[src/rtl/down_counter.sv]
// rtl/down_counter.sv - pushbutton-driven down counter with prescaled tick and LED status output
// Optional auto-reload at terminal count is enabled by defining DOWN_COUNTER_AUTORELOAD_EN.
module down_counter #(
  parameter int unsigned DIV = 50000000
) (
  input  logic       MAX10_CLK1_50,
  input  logic [1:0] KEY,
  input  logic [9:0] SW,
  output logic [9:0] LEDR
);

  localparam int unsigned PW = (DIV > 2) ? $clog2(DIV) : 1;
  localparam logic [PW-1:0] PRESC_MAX = PW'(DIV - 1);

  typedef enum logic [1:0] {IDLE, RUN, PAUSE, DONE} state_t;

  logic clk;
  logic rst_n;
  assign clk   = MAX10_CLK1_50;
  assign rst_n = KEY[1];

  logic sync1, sync2, sync3;
  logic started, armed;
  logic press;

  // armed stays low until the key has been seen released after reset, so a
  // button already held while reset lifts cannot fake a press.
  always_ff @(posedge clk or negedge rst_n) begin
    if (!rst_n) begin
      sync1   <= 1'b1;
      sync2   <= 1'b1;
      sync3   <= 1'b1;
      started <= 1'b0;
      armed   <= 1'b0;
    end else begin
      sync1   <= KEY[0];
      sync2   <= sync1;
      sync3   <= sync2;
      started <= 1'b1;
      armed   <= armed | (started & sync1);
    end
  end

  assign press = armed & sync3 & ~sync2;

  state_t        state, state_n;
  logic [9:0]    count, count_n;
  logic [PW-1:0] presc, presc_n;
  logic [9:0]    ledr_n;
  logic          tick;

  assign tick = (presc == PRESC_MAX);

  always_comb begin
    state_n = state;
    count_n = count;
    presc_n = presc;
    case (state)
      IDLE: begin
        if (press) begin
          count_n = SW;
          presc_n = '0;
          state_n = (SW == '0) ? DONE : RUN;
        end
      end
      RUN: begin
        if (press) begin
          state_n = PAUSE;
        end else if (tick) begin
          presc_n = '0;
          if (count <= 10'd1) begin
`ifdef DOWN_COUNTER_AUTORELOAD_EN
            if (SW != '0) begin
              count_n = SW;
            end else begin
              count_n = '0;
              state_n = DONE;
            end
`else
            count_n = '0;
            state_n = DONE;
`endif
          end else begin
            count_n = count - 10'd1;
          end
        end else begin
          presc_n = presc + 1'b1;
        end
      end
      PAUSE: begin
        if (press) state_n = RUN;
      end
      DONE: begin
        if (press) begin
          state_n = IDLE;
          count_n = '0;
        end
      end
      default: state_n = IDLE;
    endcase
  end

  always_comb begin
    ledr_n = 10'h000;
    case (state_n)
      RUN, PAUSE: ledr_n = count_n;
      DONE:       ledr_n = 10'h3FF;
      default:    ledr_n = 10'h000;
    endcase
  end

  always_ff @(posedge clk or negedge rst_n) begin
    if (!rst_n) begin
      state <= IDLE;
      count <= '0;
      presc <= '0;
      LEDR  <= '0;
    end else begin
      state <= state_n;
      count <= count_n;
      presc <= presc_n;
      LEDR  <= ledr_n;
    end
  end

endmodule

[config.mk]
export PLATFORM = sky130hd
export DESIGN_NAME = down_counter
export DESIGN_NICKNAME = d
export VERILOG_FILES = /design/src/rtl/down_counter.sv
export SDC_FILE = /design/constraint.sdc
export NUM_CORES = 1
export LEC_CHECK = 0
export ABC_AREA = 1
export CORE_UTILIZATION = 60
export CTS_CLUSTER_SIZE = 16
export DETAILED_ROUTE_END_ITERATION = 7
export PLACE_DENSITY = 0.89
export SLEW_MARGIN = 20
export SYNTH_ARGS = -nofsm -noshare
export SYNTH_HDL_FRONTEND = slang
export SYNTH_SLANG_ARGS = --single-unit
[constraint.sdc]
create_clock -name MAX10_CLK1_50 -period 6.1 [get_ports MAX10_CLK1_50]
set_input_delay 0.61 -clock MAX10_CLK1_50 [delete_from_list [all_inputs] [get_ports MAX10_CLK1_50]]
set_output_delay 0.61 -clock MAX10_CLK1_50 [all_outputs]
set_load 0.05 [all_outputs]
==> impl_metrics.yaml <==
sta:
  worst_clock_skew_ns: 0.009272
  setup_viol: 0
  number_of_slew_limit_violations_in_the_final_report: 0
  max_freq_ghz: 0.3594
  slew_of_the_pin_with_the_lowest_slew_margin_ns: 0.8728
  timing.final.crit_period_ns: 2.783
  worst_slack_ns: 3.317
  rsz0062_at_grt: "false"
  worst_slew_margin_rel_pct: 41.60
  min_period_over_period_pct: 45.62
  setup-tns-final_ns: 0
  timing.final.hold_violations: 0
synth:
  ys_top_cells_by_area: "dfrtp_1, nand2_1, nand3_1"
  synthCells: 433
  syn_warnings: 0
  synthArstFlopShare_pct: 100.0
  synth.top_cell.area_share_pct: 37.79
  netlist_area_um2: 3311
  synthesis.nets: 451
  yosysSeqAreaShare_pct: 40.17
  dominantRegCellSynth: "dfrtp_1"
  yosysUniqueCellTypes: 46
  synthesis.area_per_instance_um2: 7.646
  synth_edf_count: 0
  postSynthRegisterBits: 53
  area_leader_netlist: "dfrtp_1"
clock_network:
  postCtsResizedCells: 0
  total_clock_buffers_created_by_cts: 5
  clkSlewWorstSetupHoldPaths_ns: 0.08
  cts.hold.buffers_added: 0
  clock_tree_from_tritoncts: "built"
  clkLatencyLatePin_ns: 0.31
  cts_root_buffer: "clkbuf_8"
  clock-sinks: 53
  cts_setup_buffers: 0
  max-clock-path-buffers: 2
  htreeDepth: 2
pwr:
  power.static_leakage_nw: 1.566
  power.density_cell_area_nw_per_um2: 376.2
  vdd.ir_drop.worst_v: 0.0002760
route:
  wirelength_um: 7836
  total_via_count_in_the_routed_design: 3197
  drt_drc_violations_left: 0
  avgViaCountPerCell: 6.090
  initialDrtViolationCount: 450
  route.met2.wl_um: 3485
  drt_first_pass_iters: 5
  drt-wirelength-per-cell_um: 14.93
  detail-route-antenna-nets: 0
  routed-wl-met3_um: 741
  route.top_layer_used: "met4"
  met1_length_um: 3372
grt:
  grt_start_max_net_pins: 54
  antenna_found_initial: 0
  global_route_wire_length_before_repair_um: 13280
  grt_pass1_vias: 2865
  grt.total_usage_pct: 28.45
  globalRouteOverflowTotal: 0
final_layout:
  antenna-diode-count: 0
  final-instance-count-excl-fill: 525
  syn2layout_area_growth_pct: 9.713
  design.final.nets: 472
  final_util_pct: 69.78
  fillers: 411
  post_route_cells_drive_above_1_share_pct: 9.890
worst_setup_path:
  worst_path_largest_cell_delay_ns: 0.67
  setup.worst_path.start_class: "register"
  timing.critical_path.to_type: "register"
  timing.critical_path.arrival_ns: 2.97
  crit_path_top_delay_cell: "nor2_1"
  worst_path_most_repeated_cell: "nor2_1"
  critical_path.cell_chain: "nor2_1 > nand2_2 > inv_2 > nor2_1 > nor2_2 > nor2_1 > nand2_1 > nor2_1 > inv_1 > o21ai_1 > a21oi_1"
  cp_max_fo: 22
  path_class: "reg2reg"
  crit_required_ns: 6.29
placement:
  portBuffers: 22
  dp_cells: 517
  preCtsSetupSlack_ns: 3.210
  place_hpwl_um: 5901
  gpl.final_weighted_congestion: 1.050
die:
  initial_core_utilization_pct: 63.61
  rows: 26
  fp.dieH_um: 76.28
  core_region_area_um2: 5205
  chipWidth_um: 76.28
  io_pins: 23
  die_area_um2: 5819
run:
  max_cap_violations: 0
status:
  run_status: "finished clean"
min_path:
  worst_min_delay_path_category: "reg2reg"
[critical path: cells and delay by family, from the launching register on]
family	cells	cell delay, ns
flip-flops	1	0.53
AO/OA/AOI/OAI	2	0.18
buffers and inverters	2	0.29
AND/OR/NAND/NOR	7	1.66
[registers in the layout, indices dropped and copies added, names as in the netlist]
register / flops
sync3: 1
presc: 26
sync1: 1
sync2: 1
LEDR: 10
started: 1
count: 10
armed: 1
state: 2
[synth_stat cells (2+ instances only)]
cell,instances
a211oi_1,2
a21boi_0,8
a21o_1,4
a21oi_1,23
a31oi_1,4
buf_2,2
clkbuf_1,2
clkbuf_8,2
clkinv_1,2
dfrtp_1,50
dfstp_2,3
ha_1,5
inv_1,36
inv_2,11
nand2_1,95
nand2_2,4
nand3_1,48
nand3_2,2
nand3_4,2
nand4_1,18
nor2_1,33
nor2_2,8
nor2_4,5
nor3_1,17
nor4_1,5
o211ai_1,3
o21ai_0,11
o21ai_1,3
o22ai_1,3
o31ai_1,2
xor2_1,5
[path summary, 6_finish.rpt]
check                           startpoint   endpoint  slack [ns]  cells past startpoint
worst min register to register       sync2      sync3        0.37                      0
worst max register to register       sync2  presc[17]        3.32                     11
worst min-delay path                 sync2      sync3        0.37                      0
max in group asynchronous           KEY[1]   state[1]        5.27                      2
min in group asynchronous           KEY[1]  presc[22]        0.40                      2
worst max-delay path                 sync2  presc[17]        3.32                     11
[metrics by stage]
stage | power, mW | hold WS [ns] | cell area, µm²
global placement | 1.133 | 0.3572 | 3542
floorplan | 0.9759 | 0.3144 | 3311
detailed placement | 1.154 | 0.3587 | 3542
finish | 1.367 | 0.3690 | 3632
CTS | 1.354 | 0.3713 | 3632
global route | 1.458 | 0.3783 | 3632
[cells by family after synthesis]
family | after synthesis | synth area share (%)
other | 1 | 0.1133
adder cells (fa/ha/maj) | 5 | 1.890
AO/OA/AOI/OAI | 67 | 12.24
AND/OR/NAND/NOR | 244 | 36.32
flip-flops | 53 | 40.17
buffers and inverters | 58 | 7.937
XOR/XNOR | 5 | 1.323
[layout make-up]
type / count / area (µm²) / share of cell area [%]
well taps: 70 / 87.58 / 2.411
flip-flops and latches: 53 / 1330 / 36.62
multi-input cells: 322 / 1718 / 47.30
inverters: 49 / 183.9 / 5.064
clock buffers: 8 / 90.09 / 2.480
repair buffers: 23 / 222.7 / 6.132
[routing by layer]
layer  vias to the layer above  global-route usage (%)
li1                       1504                       -
met1                      1466                   40.89
met2                       201                   42.52
met3                        26                   4.311
met4                         0                   12.69
met5                         -                       0
[cell usage in the layout, fill, tap and decap left out, types with 2 or more instances in the layout]
cell type	instances
a211oi_1	2
ha_1	5
xor2_1	5
clkdlybuf4s50_1	21
dfstp_2	3
nand4_1	18
nor2_1	33
nand3_1	48
a31oi_1	4
nand2_1	95
nand3_4	2
o31ai_1	2
nor4_1	5
inv_1	36
a21o_1	4
clkbuf_1	2
nand3_2	2
nor2_2	8
a21oi_1	23
o22ai_1	3
o211ai_1	3
o21ai_1	3
dfrtp_1	50
inv_2	11
nand2_2	4
nor2_4	5
nor3_1	17
o21ai_0	11
clkinv_1	2
a21boi_0	8
clkbuf_8	6
[power by group]
part	internal [mW]	switching, mW
registers	0.433	0.0609
clock network	0.0927	0.107
logic	0.206	0.467
total	0.732	0.635
Power figures use the tool's default switching activity.
